### src/rtl/ysyx_24100006_muldiv_pkg.sv
// Shared types and op-decode helpers for the RV32M multiply/divide unit.
// The op encoding follows funct3, so the ID stage can pass funct3 straight through.
package ysyx_24100006_muldiv_pkg;

    typedef enum logic [2:0] {
        OP_MUL    = 3'b000,
        OP_MULH   = 3'b001,
        OP_MULHSU = 3'b010,
        OP_MULHU  = 3'b011,
        OP_DIV    = 3'b100,
        OP_DIVU   = 3'b101,
        OP_REM    = 3'b110,
        OP_REMU   = 3'b111
    } muldiv_op_t;

    typedef logic [1:0] state_t;
    localparam state_t IDLE = 2'd0;
    localparam state_t CALC = 2'd1;
    localparam state_t DONE = 2'd2;

    function automatic logic is_div(input muldiv_op_t op);
        return op inside {OP_DIV, OP_DIVU, OP_REM, OP_REMU};
    endfunction

    function automatic logic is_rem(input muldiv_op_t op);
        return op inside {OP_REM, OP_REMU};
    endfunction

    // MUL only uses the low half, which is identical for any signedness.
    function automatic logic is_signed_a(input muldiv_op_t op);
        return op inside {OP_MUL, OP_MULH, OP_MULHSU, OP_DIV, OP_REM};
    endfunction

    function automatic logic is_signed_b(input muldiv_op_t op);
        return op inside {OP_MUL, OP_MULH, OP_DIV, OP_REM};
    endfunction

    function automatic logic want_high(input muldiv_op_t op);
        return op inside {OP_MULH, OP_MULHSU, OP_MULHU};
    endfunction

endpackage

### src/rtl/ysyx_24100006_div_iter.sv
// One radix-2 restoring-divide step on unsigned magnitudes.
// quo shifts the dividend out at the top and the new quotient bit in at the bottom.
module ysyx_24100006_div_iter #(
    parameter int XLEN = 32
) (
    input  logic [XLEN-1:0] rem,
    input  logic [XLEN-1:0] quo,
    input  logic [XLEN-1:0] divisor,
    output logic [XLEN-1:0] rem_next,
    output logic [XLEN-1:0] quo_next
);

    logic [XLEN:0] shifted;
    logic [XLEN:0] diff;
    logic          fits;

    // rem < divisor always holds, so diff[XLEN] is a clean borrow flag.
    assign shifted  = {rem, quo[XLEN-1]};
    assign diff     = shifted - {1'b0, divisor};
    assign fits     = ~diff[XLEN];
    assign rem_next = fits ? diff[XLEN-1:0] : shifted[XLEN-1:0];
    assign quo_next = {quo[XLEN-2:0], fits};

endmodule

### src/rtl/ysyx_24100006_exe_muldiv.sv
// Multi-cycle RV32M MUL/DIV/REM unit with valid/ready on both sides and a pass-through tag.
// Define YSYX_24100006_FAST_MUL_EN to compute MUL* in a single cycle instead of shift-add.
module ysyx_24100006_exe_muldiv
    import ysyx_24100006_muldiv_pkg::*;
#(
    parameter int XLEN  = 32,
    parameter int TAG_W = 5
) (
    input  logic             clk,
    input  logic             reset,
    input  logic             in_valid,
    output logic             in_ready,
    input  logic [2:0]       op,
    input  logic [XLEN-1:0]  rs1,
    input  logic [XLEN-1:0]  rs2,
    input  logic [TAG_W-1:0] tag_in,
    input  logic             flush,
    output logic             out_valid,
    input  logic             out_ready,
    output logic [XLEN-1:0]  result,
    output logic [TAG_W-1:0] tag_out,
    output logic             busy,
    output logic [1:0]       dbg_state
);

    // Handshake: a transfer happens on a rising edge where valid && ready are both high;
    // out_valid, result and tag_out stay fixed until that transfer (or a flush/reset).
    localparam int CW = $clog2(XLEN);
    localparam logic [XLEN-1:0] MIN_INT = {1'b1, {(XLEN-1){1'b0}}};

    state_t          state;
    logic [CW-1:0]   cnt;
    muldiv_op_t      op_r;
    logic            neg_q, neg_r;
    logic [XLEN-1:0] rem_r, quo_r, dvs_r, result_r;
    logic [TAG_W-1:0] tag_r;

    muldiv_op_t      op_i;
    logic            a_neg, b_neg, div_zero, ovf, special;
    logic [XLEN-1:0] mag_a, mag_b, spec_res;

    assign op_i     = muldiv_op_t'(op);
    assign a_neg    = is_signed_a(op_i) && rs1[XLEN-1];
    assign b_neg    = is_signed_b(op_i) && rs2[XLEN-1];
    assign mag_a    = a_neg ? -rs1 : rs1;
    assign mag_b    = b_neg ? -rs2 : rs2;
    assign div_zero = (rs2 == '0);
    assign ovf      = is_signed_a(op_i) && (rs1 == MIN_INT) && (rs2 == '1);
    assign special  = is_div(op_i) && (div_zero || ovf);
    assign spec_res = div_zero ? (is_rem(op_i) ? rs1 : '1) : (is_rem(op_i) ? '0 : MIN_INT);

    // Divide and multiply share rem_r/quo_r/dvs_r: for multiply they hold the
    // product high half, product low half (multiplier shifting out) and multiplicand.
    logic [XLEN-1:0] div_rem_n, div_quo_n;
    logic [XLEN:0]   mul_sum;
    logic [XLEN-1:0] mul_hi_n, mul_lo_n, step_rem, step_quo;

    ysyx_24100006_div_iter #(.XLEN(XLEN)) u_div_iter (
        .rem      (rem_r),
        .quo      (quo_r),
        .divisor  (dvs_r),
        .rem_next (div_rem_n),
        .quo_next (div_quo_n)
    );

    assign mul_sum  = {1'b0, rem_r} + {1'b0, {XLEN{quo_r[0]}} & dvs_r};
    assign mul_hi_n = mul_sum[XLEN:1];
    assign mul_lo_n = {mul_sum[0], quo_r[XLEN-1:1]};
    assign step_rem = is_div(op_r) ? div_rem_n : mul_hi_n;
    assign step_quo = is_div(op_r) ? div_quo_n : mul_lo_n;

    logic [2*XLEN-1:0] prod, prod_fix;
    logic [XLEN-1:0]   quo_fix, rem_fix, final_res;

    assign prod      = {mul_hi_n, mul_lo_n};
    assign prod_fix  = neg_q ? -prod : prod;
    assign quo_fix   = neg_q ? -div_quo_n : div_quo_n;
    assign rem_fix   = neg_r ? -div_rem_n : div_rem_n;
    assign final_res = is_div(op_r) ? (is_rem(op_r) ? rem_fix : quo_fix)
                     : (want_high(op_r) ? prod_fix[2*XLEN-1:XLEN] : prod_fix[XLEN-1:0]);

`ifdef YSYX_24100006_FAST_MUL_EN
    localparam logic FAST_MUL = 1'b1;
    logic [2*XLEN-1:0] ext_a, ext_b, fast_prod;
    logic [XLEN-1:0]   fast_res;
    // Extending to 2*XLEN and keeping the low 2*XLEN bits gives the exact product.
    assign ext_a     = {{XLEN{is_signed_a(op_i) && rs1[XLEN-1]}}, rs1};
    assign ext_b     = {{XLEN{is_signed_b(op_i) && rs2[XLEN-1]}}, rs2};
    assign fast_prod = ext_a * ext_b;
    assign fast_res  = want_high(op_i) ? fast_prod[2*XLEN-1:XLEN] : fast_prod[XLEN-1:0];
`else
    localparam logic FAST_MUL = 1'b0;
    logic [XLEN-1:0] fast_res;
    assign fast_res = '0;
`endif

    always_ff @(posedge clk) begin
        if (reset) begin
            state    <= IDLE;
            cnt      <= '0;
            op_r     <= OP_MUL;
            neg_q    <= 1'b0;
            neg_r    <= 1'b0;
            rem_r    <= '0;
            quo_r    <= '0;
            dvs_r    <= '0;
            result_r <= '0;
            tag_r    <= '0;
        end else if (flush) begin
            state <= IDLE;
            cnt   <= '0;
        end else begin
            case (state)
                IDLE: if (in_valid) begin
                    op_r  <= op_i;
                    tag_r <= tag_in;
                    neg_q <= a_neg ^ b_neg;
                    neg_r <= a_neg;
                    rem_r <= '0;
                    quo_r <= is_div(op_i) ? mag_a : mag_b;
                    dvs_r <= is_div(op_i) ? mag_b : mag_a;
                    cnt   <= '0;
                    if (special) begin
                        result_r <= spec_res;
                        state    <= DONE;
                    end else if (FAST_MUL && !is_div(op_i)) begin
                        result_r <= fast_res;
                        state    <= DONE;
                    end else begin
                        state <= CALC;
                    end
                end
                CALC: begin
                    rem_r <= step_rem;
                    quo_r <= step_quo;
                    if (cnt == CW'(XLEN-1)) begin
                        cnt      <= '0;
                        result_r <= final_res;
                        state    <= DONE;
                    end else begin
                        cnt <= cnt + CW'(1);
                    end
                end
                DONE: if (out_ready) state <= IDLE;
                default: state <= IDLE;
            endcase
        end
    end

    assign in_ready  = (state == IDLE);
    assign out_valid = (state == DONE);
    assign busy      = (state != IDLE);
    assign result    = result_r;
    assign tag_out   = tag_r;
    assign dbg_state = state;

endmodule
### config.mk
export PLATFORM = sky130hd
export DESIGN_NAME = ysyx_24100006_exe_muldiv
export DESIGN_NICKNAME = d
export VERILOG_FILES = /design/src/rtl/ysyx_24100006_muldiv_pkg.sv /design/src/rtl/ysyx_24100006_div_iter.sv /design/src/rtl/ysyx_24100006_exe_muldiv.sv
export SDC_FILE = /design/constraint.sdc
export NUM_CORES = 1
export LEC_CHECK = 0
export CORE_ASPECT_RATIO = 1.25
export CORE_MARGIN = 3
export CORE_UTILIZATION = 32
export DETAILED_ROUTE_END_ITERATION = 16
export GPL_ROUTABILITY_DRIVEN = 0
export PLACE_DENSITY = 0.52
export SLEW_MARGIN = 25
export SYNTH_ARGS = -nofsm -noshare
export SYNTH_HDL_FRONTEND = slang
export SYNTH_SLANG_ARGS = --single-unit
### constraint.sdc
create_clock -name clk -period 12.75 [get_ports clk]
set_input_delay 3.1875 -clock clk [delete_from_list [all_inputs] [get_ports clk]]
set_output_delay 3.1875 -clock clk [all_outputs]
set_load 0.05 [all_outputs]
==> flow_summary.json, run 1 <==
{
  "fin_nets": 2676,
  "critPathMaxFanout": 31,
  "grt_max_degree": 84,
  "post-cts-setup-buffers": 0,
  "postCtsHoldBufs": 0,
  "hp-start": "dvs_r[19]$_SDFFE_PP0P_",
  "synth_seq_area_share": 0.165,
  "grt_usage": 0.248,
  "hold_class": "flip-flop to flip-flop",
  "synth_edf_count": 0,
  "leakage_uw": 0.00722,
  "finClkSkew_ns": 0.0162,
  "synth_seq_cells": 145,
  "r2r_end": "result[28]$_SDFFE_PP0P_",
  "drt_iter0_drc": 1743,
  "n_antenna_cell": 0,
  "clk_latency_ns": 0.46,
  "synth.distinct_cells": 99,
  "timing.final.hold_violations": 0,
  "end_kind": "flip-flop",
  "netlist_instances": 2551,
  "critPathKind": "primary input to flip-flop",
  "critPathBufInv": 3,
  "cts_tree": "built",
  "clockBufferDepth": 2,
  "final_common_cell": "nand2_1",
  "max_slew.worst_pin.slew_ns": 0.946,
  "setup_viol": 0,
  "path_clk_slew_ns": 0.07,
  "rrSetupSlack_ns": 6.56,
  "layout_common_cells": "315 x nand2_1, 313 x nor2_1, 164 x a21oi_1",
  "rr_startpoint": "quo_r[31]$_SDFFE_PP0P_",
  "antenna_left": 0,
  "ir_drop_uv": 79.8,
  "max_freq_ghz": 0.146,
  "clock_sinks": 145,
  "p_per_area_nw_per_um2": 84.5,
  "synth_nets": 2702,
  "slew_headroom": 0.369,
  "yosysWarnings": 0,
  "htree_levels": 4,
  "drv_cap": 0,
  "status": "complete, no violations",
  "die_w_microns": 215,
  "netlist_area_sq_um": 17600,
  "rows": 95,
  "setup_ws_ns": 5.89,
  "dp_hpwl_microns": 58000,
  "cp_slowest_stage_delay_ns": 0.58,
  "min_delay_worst_endpoint": "dvs_r[19]$_SDFFE_PP0P_",
  "cp_top_family": "simple AND/OR/NAND/NOR gates",
  "synth_ff_type": "dfxtp_1",
  "min_period_ns": 6.86,
  "dieArea_sq_um": 57700,
  "worstSetupStartpointType": "primary input",
  "async_flop_share": 0,
  "crit_chain": "clkdlybuf4s50_1 > or4_1 > or3_1 > nor4_1 > and3_1 > o21ai_1 > a21oi_2 > buf_4 > nor2_1 > buf_4 > a221oi_1 > a32o_1 > o21ai_1",
  "grt_pass1_wl_microns": 112000,
  "wl_microns": 74100,
  "rsz0062_at_grt": "no",
  "num_vias": 19500,
  "fp.coreArea_sq_um": 54000,
  "grt_pass1_vias": 18500,
  "r2r_cells": 22,
  "ios": 119,
  "syn_to_final_growth_pct": 12.2,
  "fp.dieH_microns": 268,
  "setup_tns_ns": 0,
  "post-route-period-util": 0.538,
  "worstSetupStartpoint": "rs2[18]",
  "pre_cts_ws_ns": 5.47,
  "cts_root_buf": "clkbuf_16",
  "cp_slowest_cell": "or4_1",
  "drc": 0,
  "critical_path_arrival_ns": 7.19,
  "slew_violations": 0,
  "cp.required_ns": 13.08,
  "fillerInstances": 5837,
  "via_per_inst": 5.97,
  "grt-ovfl-total": 0,
  "worst_hold_path.num_cells": 2,
  "wl_per_cell_microns": 22.7,
  "drtPass1Iterations": 6,
  "place.port_buffers": 118,
  "cts-resized-gates": 0,
  "numCtsBuffers": 17,
  "drive_above_1_share": 0.0548,
  "antenna_found_initial": 0,
  "start_util": 0.325,
  "syn-mean-instance-area_sq_um": 6.88
}
[layout make-up]
| class | instances | area [sq um] | share of cell area |
|---|---|---|---|
| multi-input cells | 2146 | 13600 | 0.693 |
| flip-flops and latches | 145 | 2910 | 0.148 |
| repair buffers | 144 | 1370 | 0.0695 |
| well taps | 727 | 910 | 0.0462 |
| clock buffers | 18 | 429 | 0.0218 |
| inverters | 71 | 269 | 0.0137 |
| clock inverters | 14 | 168 | 0.00852 |
[sequential cells by signal, summed over array words and instances (netlist names)]
signal / flops
dvs_r: 32
quo_r: 32
rem_r: 32
result: 32
cnt: 5
tag_out: 5
op_r: 3
dbg_state: 2
neg_q: 1
neg_r: 1
[metal layers]
layer,GRT usage,wire [microns],part of all wire
met2,0.422,34800,0.47
met3,0.0269,4150,0.056
met1,0.313,31300,0.42
met5,0,0,0
met4,0.122,3780,0.051
[synth_stat cells, types with 10 or more instances]
| cell | n | area (sq um) |
|---|---|---|
| buf_2 | 17 | 85.1 |
| or3_1 | 32 | 200 |
| o21ai_1 | 27 | 135 |
| and3_1 | 23 | 144 |
| nand2b_1 | 11 | 68.8 |
| o211ai_1 | 37 | 278 |
| o221ai_1 | 21 | 184 |
| mux2i_1 | 94 | 941 |
| or2_2 | 18 | 113 |
| clkbuf_1 | 154 | 578 |
| or4_1 | 16 | 120 |
| nand4_1 | 30 | 188 |
| a21oi_1 | 165 | 826 |
| o41ai_1 | 12 | 105 |
| mux2_2 | 11 | 124 |
| nor2_1 | 316 | 1190 |
| nor4_1 | 15 | 93.8 |
| o21ai_0 | 149 | 746 |
| xor2_1 | 88 | 771 |
| nor3_1 | 87 | 435 |
| inv_1 | 68 | 255 |
| ha_1 | 72 | 901 |
| nand3_1 | 55 | 275 |
| xnor2_1 | 97 | 850 |
| a21o_1 | 29 | 218 |
| dfxtp_1 | 145 | 2900 |
| o21a_1 | 19 | 143 |
| o31ai_1 | 37 | 278 |
| buf_1 | 11 | 41.3 |
| and2_1 | 21 | 131 |
| nor2b_1 | 11 | 68.8 |
| a221oi_1 | 12 | 105 |
| o22ai_1 | 10 | 62.6 |
| a22oi_1 | 38 | 285 |
| a31oi_1 | 45 | 282 |
| nand2_1 | 315 | 1180 |
| a311oi_1 | 16 | 140 |
| a211oi_1 | 52 | 390 |
[cell families after synthesis]
logic type | synth area share
AOI/OAI and AO/OA | 0.294
xor gates and xnor gates | 0.0923
adders and majority gates | 0.0536
buffers and inverters | 0.0592
DFF | 0.165
muxes | 0.0652
and+or+nand+nor | 0.271
[power by group]
part	internal, uW	switching [uW]
sequential	471	31.2
combinational	214	407
clock	295	245
[through the flow]
step | hold slack (ns) | power, uW | instances | utilization | area (sq um)
3_5_place_dp | 0.446 | 1120 | 3233 | 0.354 | 19100
5_1_grt | 0.470 | 1740 | 3265 | 0.365 | 19700
4_1_cts | 0.454 | 1660 | 3265 | 0.365 | 19700
3_3_place_gp | 0.442 | 1120 | 3233 | 0.354 | 19100
6_report | 0.452 | 1660 | 3265 | 0.365 | 19700
2_1_floorplan | 0.432 | 922 | 2551 | - | 17600
[how the worst max path moves through the flow]
stage / to / slack [ns] / depth (start not counted)
after CTS: result[27]$_SDFFE_PP0P_ / 5.94 / 13
after detailed placement: result[27]$_SDFFE_PP0P_ / 5.47 / 13
after floorplan: result[31]$_SDFFE_PP0P_ / 6.80 / 12
final: result[27]$_SDFFE_PP0P_ / 5.89 / 13
after global placement: result[27]$_SDFFE_PP0P_ / 5.55 / 13
after global routing: result[27]$_SDFFE_PP0P_ / 5.62 / 13
[worst reg2reg max path, stage by stage (launching register included)]
cell      delay, ns
dfxtp_1        0.30
buf_4          0.19
inv_1          0.23
ha_1           0.26
inv_1          0.08
fa_1           0.42
a211oi_2       0.37
nor3_1         0.19
o211ai_1       0.44
a21oi_1        0.13
o211a_2        0.27
buf_4          0.26
inv_4          0.47
nor2_1         0.09
a21oi_1        0.19
ha_1           0.29
nand4_1        0.18
nor2_1         0.20
o22ai_1        0.29
nor4_1         0.55
o211ai_1       0.25
o41ai_1        0.30
nand3_1        0.11
No activity file was read; power rests on OpenSTA's default activity.
==> run 2, diff against run 1 <==
--- a/config.mk
+++ b/config.mk
@@ -10,7 +10,7 @@
 export CORE_UTILIZATION = 32
 export DETAILED_ROUTE_END_ITERATION = 16
 export GPL_ROUTABILITY_DRIVEN = 0
-export PLACE_DENSITY = 0.52
+export PLACE_DENSITY = 0.53
 export SLEW_MARGIN = 25
 export SYNTH_ARGS = -nofsm -noshare
 export SYNTH_HDL_FRONTEND = slang
==> constraint.sdc (replaced) <==
create_clock -name clk -period 6.3 [get_ports clk]
set_input_delay 1.575 -clock clk [delete_from_list [all_inputs] [get_ports clk]]
set_output_delay 1.575 -clock clk [all_outputs]
set_load 0.05 [all_outputs]
==> run 2 against run 1 <==
- non-clock buffer count increased by 13
- combinational power increased by 100%
- highest routed layer unchanged
- utilization increased by 0.23 points
- via count increased by 0.24%
- routed wire length increased by 0.59%
==> flow_summary.json, run 2 (same netlist as run 1, synthesis figures left out) <==
{
  "status": "complete, no violations",
  "drv_cap": 0,
  "wl_microns": 74500,
  "grt_pass1_vias": 18500,
  "clock_sinks": 145,
  "path_clk_slew_ns": 0.08,
  "grt_max_degree": 84,
  "max_freq_ghz": 0.199,
  "postCtsHoldBufs": 0,
  "setup_tns_ns": 0,
  "via_per_inst": 5.96,
  "antenna_found_initial": 0,
  "placed_cells": 3246,
  "rows": 95,
  "final_common_cell": "nand2_1",
  "slew_violations": 0,
  "cp_slowest_stage_delay_ns": 0.51,
  "cts_root_buf": "clkbuf_16",
  "numCtsBuffers": 17,
  "critPathMaxFanout": 9,
  "rrSetupSlack_ns": 1.28,
  "fp.coreArea_sq_um": 54000,
  "dieArea_sq_um": 57700,
  "cts-resized-gates": 0,
  "fp.dieH_microns": 268,
  "r2r_cells": 15,
  "num_vias": 19500,
  "fin_cells": 3278,
  "min_period_ns": 5.02,
  "timing.final.hold_violations": 0,
  "drc": 0,
  "hp-start": "dvs_r[22]$_SDFFE_PP0P_",
  "r2r_end": "result[30]$_SDFFE_PP0P_",
  "slew_headroom": 0.314,
  "cts_tree": "built",
  "setup_viol": 0,
  "ir_drop_uv": 137,
  "critPathBufInv": 1,
  "finClkSkew_ns": 0.0117,
  "grt_use_met2": 0.428,
  "top_usage_layer": "met2",
  "syn_to_final_growth_pct": 12.9,
  "drtPass1Iterations": 6,
  "layout_common_cells": "315 x nand2_1, 312 x nor2_1, 164 x a21oi_1",
  "use_met3": 0.0288,
  "antenna_left": 0,
  "dp_hpwl_microns": 59200,
  "rr_startpoint": "quo_r[0]$_SDFFE_PP0P_",
  "grt_pass1_wl_microns": 112000,
  "grt-ovfl-total": 0,
  "rsz0062_at_grt": "no",
  "hold_ws_ns": 0.451,
  "critPathKind": "flip-flop to flip-flop",
  "min_delay_worst_endpoint": "dvs_r[22]$_SDFFE_PP0P_",
  "worst_hold_path.num_cells": 2,
  "wl_per_cell_microns": 22.7,
  "critical_path_arrival_ns": 5.32,
  "drt_iter0_drc": 1794,
  "place.port_buffers": 118,
  "fin_nets": 2689,
  "clk_latency_ns": 0.46,
  "crit_chain": "buf_4 > and2_1 > ha_1 > fa_1 > a21o_1 > a311o_1 > and3_4 > o31a_1 > xnor2_1 > o2111ai_1 > nor3_2 > nand3_1 > or4_1 > a31oi_1 > o32ai_1",
  "clockBufferDepth": 2,
  "p_per_area_nw_per_um2": 170,
  "max_slew.worst_pin.slew_ns": 1.00,
  "die_w_microns": 215,
  "n_antenna_cell": 0,
  "post-cts-setup-buffers": 0,
  "leakage_uw": 0.00730,
  "end_kind": "flip-flop",
  "post-route-period-util": 0.797,
  "drive_above_1_share": 0.0604,
  "start_util": 0.325,
  "grt_usage": 0.249,
  "worstSetupStartpoint": "quo_r[0]$_SDFFE_PP0P_",
  "worstSetupStartpointType": "flip-flop",
  "cp.required_ns": 6.60,
  "ios": 119,
  "cp_slowest_cell": "or4_1",
  "cp_top_family": "compound AO/OA/AOI/OAI gates",
  "hold_class": "flip-flop to flip-flop",
  "use_met1": 0.315,
  "htree_levels": 4
}
==> run 2: cell types whose count changed in the layout (fill, tap and decap cells not counted), moves of 2 or more <==
cell,previous run,this run
inv_6,4,7
clkinvlp_4,2,0
buf_4,27,38
inv_8,3,5
==> run 2: power by group <==
group	total, uW	internal, uW	switching [uW]
combinational	1270	439	827
clock	1090	578	517
sequential	1010	954	58.9
total	3370	1970	1400
==> run 2: worst max-delay path by stage <==
stage	end	depth (start not counted)	slack, ns
final	result[30]$_SDFFE_PP0P_	15	1.28
after global routing	result[28]$_SDFFE_PP0P_	20	0.98
after CTS	result[30]$_SDFFE_PP0P_	15	1.38
after global placement	quo_r[31]$_SDFFE_PP0P_	10	1.08
after detailed placement	result[27]$_SDFFE_PP0P_	14	1.14
after floorplan	result[26]$_SDFFE_PP0P_	25	1.77
==> run 2: area by class of cell <==
cell class                      count  area [sq um]
Inverter                           71           269
Clock buffer                       18           439
Sequential cell                   145          2910
Tap cell                          727           910
Timing Repair Buffer              157          1480
Fill cell                        5879         34200
Multi-Input combinational cell   2146         13600
Clock inverter                     14           156
==> run 2: metrics by stage <==
step	total power, uW	utilization	setup slack (ns)	instance area, sq um
after global placement	2260	0.356	1.08	19200
after detailed placement	2270	0.356	1.14	19200
after floorplan	1870	-	1.77	17600
final	3370	0.367	1.28	19800
after global routing	3530	0.367	0.984	19800
after CTS	3370	0.367	1.38	19800
==> run 2: layer usage <==
metal  vias up  wire length (microns)  share of wire
met4         0                   3490          0.047
met1      9245                  31400           0.42
met2       814                  35300           0.47
li1       9324                      -              -
met5         -                      0              0
met3       151                   4310          0.058
==> run 2: worst register-to-register path, stage by stage (launching register included) <==
cell and delay [ns]:
dfxtp_1 0.32, buf_4 0.19, and2_1 0.19, ha_1 0.22
fa_1 0.41, a21o_1 0.20, a311o_1 0.45, and3_4 0.24
o31a_1 0.32, xnor2_1 0.45, o2111ai_1 0.39, nor3_2 0.40
nand3_1 0.23, or4_1 0.51, a31oi_1 0.22, o32ai_1 0.12
